<file path="src/rtl/led_status_ctrl.sv">
// Multi-channel LED status driver: off / on / scaled blink / event-stretch per channel,
// all channels paced by one shared tick prescaler.
module led_status_ctrl #(
  parameter int unsigned NCH           = 4,
  parameter int unsigned TICK_DIV      = 50_000_000,
  parameter int unsigned HALF_TICKS    = 1,
  parameter int unsigned STRETCH_TICKS = 2,
  parameter bit          ACTIVE_LOW    = 1'b0
) (
  input  logic             sys_clk,
  input  logic             sys_rst,
  input  logic [2*NCH-1:0] mode,
  input  logic [NCH-1:0]   evt,
  input  logic             freeze,
  output logic             tick,
  output logic [NCH-1:0]   led
);

  typedef enum logic [1:0] {
    MODE_OFF     = 2'b00,
    MODE_ON      = 2'b01,
    MODE_BLINK   = 2'b10,
    MODE_STRETCH = 2'b11
  } mode_t;

  localparam int unsigned PW   = (TICK_DIV > 1) ? $clog2(TICK_DIV) : 1;
  localparam int unsigned BMAX = HALF_TICKS << (NCH - 1);
  localparam int unsigned BW   = (BMAX > 1) ? $clog2(BMAX) : 1;
  localparam int unsigned SW   = $clog2(STRETCH_TICKS + 1);

  localparam logic [PW-1:0] PLAST = PW'(TICK_DIV - 1);
  localparam logic [SW-1:0] SLOAD = SW'(STRETCH_TICKS);

  logic [PW-1:0]  pcnt;
  logic [NCH-1:0] led_int;
  logic           tick_en;

  // A tick already issued still must not advance counters while frozen.
  assign tick_en = tick & ~freeze;

  always_ff @(posedge sys_clk) begin
    if (sys_rst) begin
      pcnt <= '0;
      tick <= 1'b0;
      led  <= ACTIVE_LOW ? '1 : '0;
    end else begin
      if (!freeze) begin
        pcnt <= (pcnt == PLAST) ? '0 : pcnt + 1'b1;
      end
      tick <= !freeze && (pcnt == PLAST);
      led  <= led_int ^ {NCH{ACTIVE_LOW}};
    end
  end

  for (genvar k = 0; k < NCH; k++) begin : g_ch
    localparam logic [BW-1:0] BLAST = BW'((HALF_TICKS << k) - 1);

    mode_t         md, mq;
    logic [BW-1:0] bcnt, bcnt_n;
    logic          phase, phase_n;
    logic [SW-1:0] scnt, scnt_n;
    logic          lint;

    assign md         = mode_t'(mode[2*k +: 2]);
    assign led_int[k] = lint;

    always_ff @(posedge sys_clk) begin
      if (sys_rst) begin
        mq    <= MODE_OFF;
        bcnt  <= '0;
        phase <= 1'b0;
        scnt  <= '0;
      end else begin
        mq    <= md;
        bcnt  <= bcnt_n;
        phase <= phase_n;
        scnt  <= scnt_n;
      end
    end

    // The LED follows the next-state value so a mode/evt change shows after one edge.
    always_comb begin
      bcnt_n  = bcnt;
      phase_n = phase;
      scnt_n  = scnt;
      lint    = 1'b0;
      case (md)
        MODE_OFF: begin
          bcnt_n  = '0;
          phase_n = 1'b0;
          scnt_n  = '0;
          lint    = 1'b0;
        end
        MODE_ON: begin
          bcnt_n  = '0;
          phase_n = 1'b0;
          scnt_n  = '0;
          lint    = 1'b1;
        end
        MODE_BLINK: begin
          scnt_n = '0;
          if (md != mq) begin
            bcnt_n  = '0;
            phase_n = 1'b1;
          end else if (tick_en) begin
            if (bcnt == BLAST) begin
              bcnt_n  = '0;
              phase_n = ~phase;
            end else begin
              bcnt_n = bcnt + 1'b1;
            end
          end
          lint = phase_n;
        end
        MODE_STRETCH: begin
          bcnt_n  = '0;
          phase_n = 1'b0;
          if (evt[k] && !freeze) begin
            scnt_n = SLOAD;
          end else if (md != mq) begin
            scnt_n = '0;
          end else if (tick_en && (scnt != '0)) begin
            scnt_n = scnt - 1'b1;
          end
          lint = (scnt_n != '0);
        end
        default: begin
          bcnt_n  = '0;
          phase_n = 1'b0;
          scnt_n  = '0;
          lint    = 1'b0;
        end
      endcase
    end
  end

endmodule

</file>
<file path="config.mk">
export PLATFORM = sky130hd
export DESIGN_NAME = led_status_ctrl
export DESIGN_NICKNAME = d
export VERILOG_FILES = /design/src/rtl/led_status_ctrl.sv
export SDC_FILE = /design/constraint.sdc
export NUM_CORES = 1
export LEC_CHECK = 0
export ABC_AREA = 1
export BUFFER_PORTS_ARGS = -buffer_cell sky130_fd_sc_hd__buf_2
export CORE_ASPECT_RATIO = 0.8
export CORE_MARGIN = 1.5
export CORE_UTILIZATION = 40
export DETAILED_ROUTE_END_ITERATION = 10
export GPL_TIMING_DRIVEN = 1
export SLEW_MARGIN = 20
export SYNTH_ARGS = -nofsm -noshare
export SYNTH_HDL_FRONTEND = slang
export SYNTH_SLANG_ARGS = --single-unit
</file>
<file path="constraint.sdc">
create_clock -name sys_clk -period 2.34 [get_ports sys_clk]
set_clock_uncertainty 0.15 [all_clocks]
set_input_delay 0.234 -clock sys_clk [delete_from_list [all_inputs] [get_ports sys_clk]]
set_output_delay 0.234 -clock sys_clk [all_outputs]
set_load 0.05 [all_outputs]
</file>
==> impl_results.md <==
* Outcome: complete, no violations
* Max-cap violations at 0
* Pin count of the biggest net entering global routing at 22
* Worst slew margin at 70.16%
* Worst path required time at 2.41 ns
* Least-Margin Pin Slew at 0.4466 ns
* Commonest cells post-synth: 120 x nand2_1, 114 x nor2_1, 82 x inv_1
* Crit Path Class: reg2reg
* Layout cells sized above 1 at 7.664%
* Wire per inst at 11.06 um
* CTS Buf Count at 9
* Total track usage at 17.93%
* Top cells by area, synth: dfxtp_1 38%, nand2_1 13%, nor2_1 13%
* Final setup fails at 0
* Vias per cell at 4.610
* DR vias at 3024
* Die ar. at 8906 um2
* Post-Place Cells at 640
* Pre-CTS setup slack at 0.4522 ns
* Die Wd at 105.1 um
* Port bufs at 19
* Net count after synthesis at 543
* Lkg Pwr at 1.671 nW
* CTS max path bufs at 2
* Syn Area/Cell at 6.444 um2
* Core Region at 8019 um2
* Final ANT Viol Nets at 0
* Distinct cells, synth at 32
* Iter 0 DRT Violations at 148
* Pre-antenna DRT Iters at 4
* Final period utilization at 75.26%
* Cells after Synth at 518
* Unrepaired setup endpoints after global routing: no
* Final WL at 7.257 mm
* CTS tree: built
* Sequential cell area fraction in the yosys report at 37.78%
* Crit path DAT at 1.83 ns
* Hpwl dp at 5.336 mm
* P&R area growth vs syn at 11.51%
* Worst setup margin at 0.5790 ns
* # DRC at 0
* Pwr dens at 570.1 nW/um2
* Final hold violation count at 0
* Crit-path max FO at 3
* Main synth FF type: dfxtp_1
* Die height at 84.71 um
* Fmax at 567.8 MHz
* Vias in the first global route at 2931
* # diodes at 0
* RePlAce Congestion at 0.8534
* Clock power frac at 40.5%
* Global-route wire length before repair at 12.84 mm
* Clock Latency Late Sink at 0.34 ns
* Initial antenna violation count at 0
* CTS Hold Bufs at 0
* Std cell rows at 29
* Total clock sinks at 63
* Sw Ratio at 25.36%
* H-tree levels at 3
* Initial Utilization at 41.63%
* Psw at 0.0005382 W
* GRT overflow at 0
* Synth top area share at 37.78%
* Register bit total from synthesis at 63
* Worst setup SP type: flop
* Post-CTS Setup Bufs at 0
* Seq pwr share at 52.0%
* Clk root buf: clkbuf_8
* Io pins at 20
* Max-slew violations at 0
* Reg clk slew, reported paths at 0.07 ns
* Yosys top cell by area: dfxtp_1
* Hold Crit Class: in2reg
* Most frequent cell after synthesis: nand2_1
* Mapped Area at 3338 um2
* Internal at 0.001584 W
* Clock period minus worst slack at 1.761 ns
* Setup TNS Final at 0 ns
* YS warnings at 0
* Worst setup EP type: flop
* Comb pwr share at 7.5%
* Non-Filler Instances at 656
* CTS resizes at 0
* Post-synth EDFFs at 0
* Synth async-reset ratio at 0%
* Peak supply drop at 0.2236 mV
* Fin nets at 568
-- worst max-delay path: stages (launching register included) --
cell and delay [ns]:
dfxtp_1 0.37, ha_1 0.18, nand2_1 0.10, nor2_1 0.14, nand3_1 0.17, nor2_1 0.26
xor2_1 0.20, nor2_1 0.06
-- cell families after synthesis --
family	after synthesis	share of synthesized area, %
flip-flops	63	37.78
buffers and inverters	91	10.68
XOR/XNOR	16	4.198
AO/OA/AOI/OAI	22	3.786
adder cells (fa/ha/maj)	10	3.748
AND/OR/NAND/NOR	316	39.81
-- cells in the final DEF, fill, tap and decap left out, types with 10 or more instances in the layout --
master | Yosys | layout
a21oi_1 | 10 | 10
xor2_1 | 12 | 12
ha_1 | 10 | 10
inv_1 | 82 | 82
nor3_1 | 16 | 16
nand2_1 | 120 | 120
buf_2 | 3 | 19
dfxtp_1 | 63 | 63
nor2_1 | 114 | 114
clkbuf_8 | 0 | 11
nand3_1 | 46 | 46
-- power by group through the flow --
stage | sequential (W) | clock (W) | combinational, W
5_1_grt | 0.00111 | 0.000941 | 0.000186
3_5_place_dp | 0.00113 | 0 | 0.000159
2_1_floorplan | 0.00114 | 0 | 0.0000933
6_report | 0.00110 | 0.000859 | 0.000159
4_1_cts | 0.00110 | 0.000895 | 0.000160
3_3_place_gp | 0.00113 | 0 | 0.000159
-- per-layer routing --
metal / vias to the layer above / wire length, um / global-route usage [%] / share of wire, %
li1: 1651 / - / - / -
met1: 1313 / 3830 / 23.40 / 53
met2: 55 / 3031 / 27.81 / 42
met3: 5 / 322 / 4.736 / 4.4
met4: 0 / 74 / 8.095 / 1.0
met5: - / 0 / 0 / 0
-- state kept, by name, indices dropped and copies added, names as in the netlist --
register	cells
g_ch.phase	4
led	4
pcnt	26
tick	1
g_ch.bcnt	12
g_ch.mq	8
g_ch.scnt	8
-- worst paths after layout --
check                                  endpoint  cells after the start  slack (ns)       startpoint
worst max register to register         pcnt[18]                      7        0.58          pcnt[0]
worst min register to register  g_ch[2].bcnt[2]                      2        0.31  g_ch[2].bcnt[2]
worst max-delay path                   pcnt[18]                      7        0.58          pcnt[0]
worst min-delay path              g_ch[3].mq[1]                      3        0.03          mode[7]
-- per-stage QoR --
| step | utilization [%] | power (W) | cell area (um2) | hold WS [ns] |
|---|---|---|---|---|
| finish | 46.42 | 0.002122 | 3722 | 0.02709 |
| global route | 46.42 | 0.002232 | 3722 | 0.04148 |
| CTS | 46.42 | 0.002159 | 3722 | 0.007720 |
| detailed placement | 44.22 | 0.001288 | 3546 | 0.2967 |
| global placement | 44.22 | 0.001286 | 3546 | 0.2948 |
| floorplan | - | 0.001238 | 3338 | 0.1796 |
-- area by class of cell --
| cell class | count | area [um2] |
|---|---|---|
| clock buffers | 13 | 158.9 |
| clock inverters | 3 | 17.52 |
| fillers | 812 | 4297 |
| inverters | 83 | 311.5 |
| multi-input cells | 364 | 1720 |
| flip-flops and latches | 63 | 1261 |
| well taps | 108 | 135.1 |
| repair buffers | 22 | 117.6 |
Power figures use the tool's default switching activity.
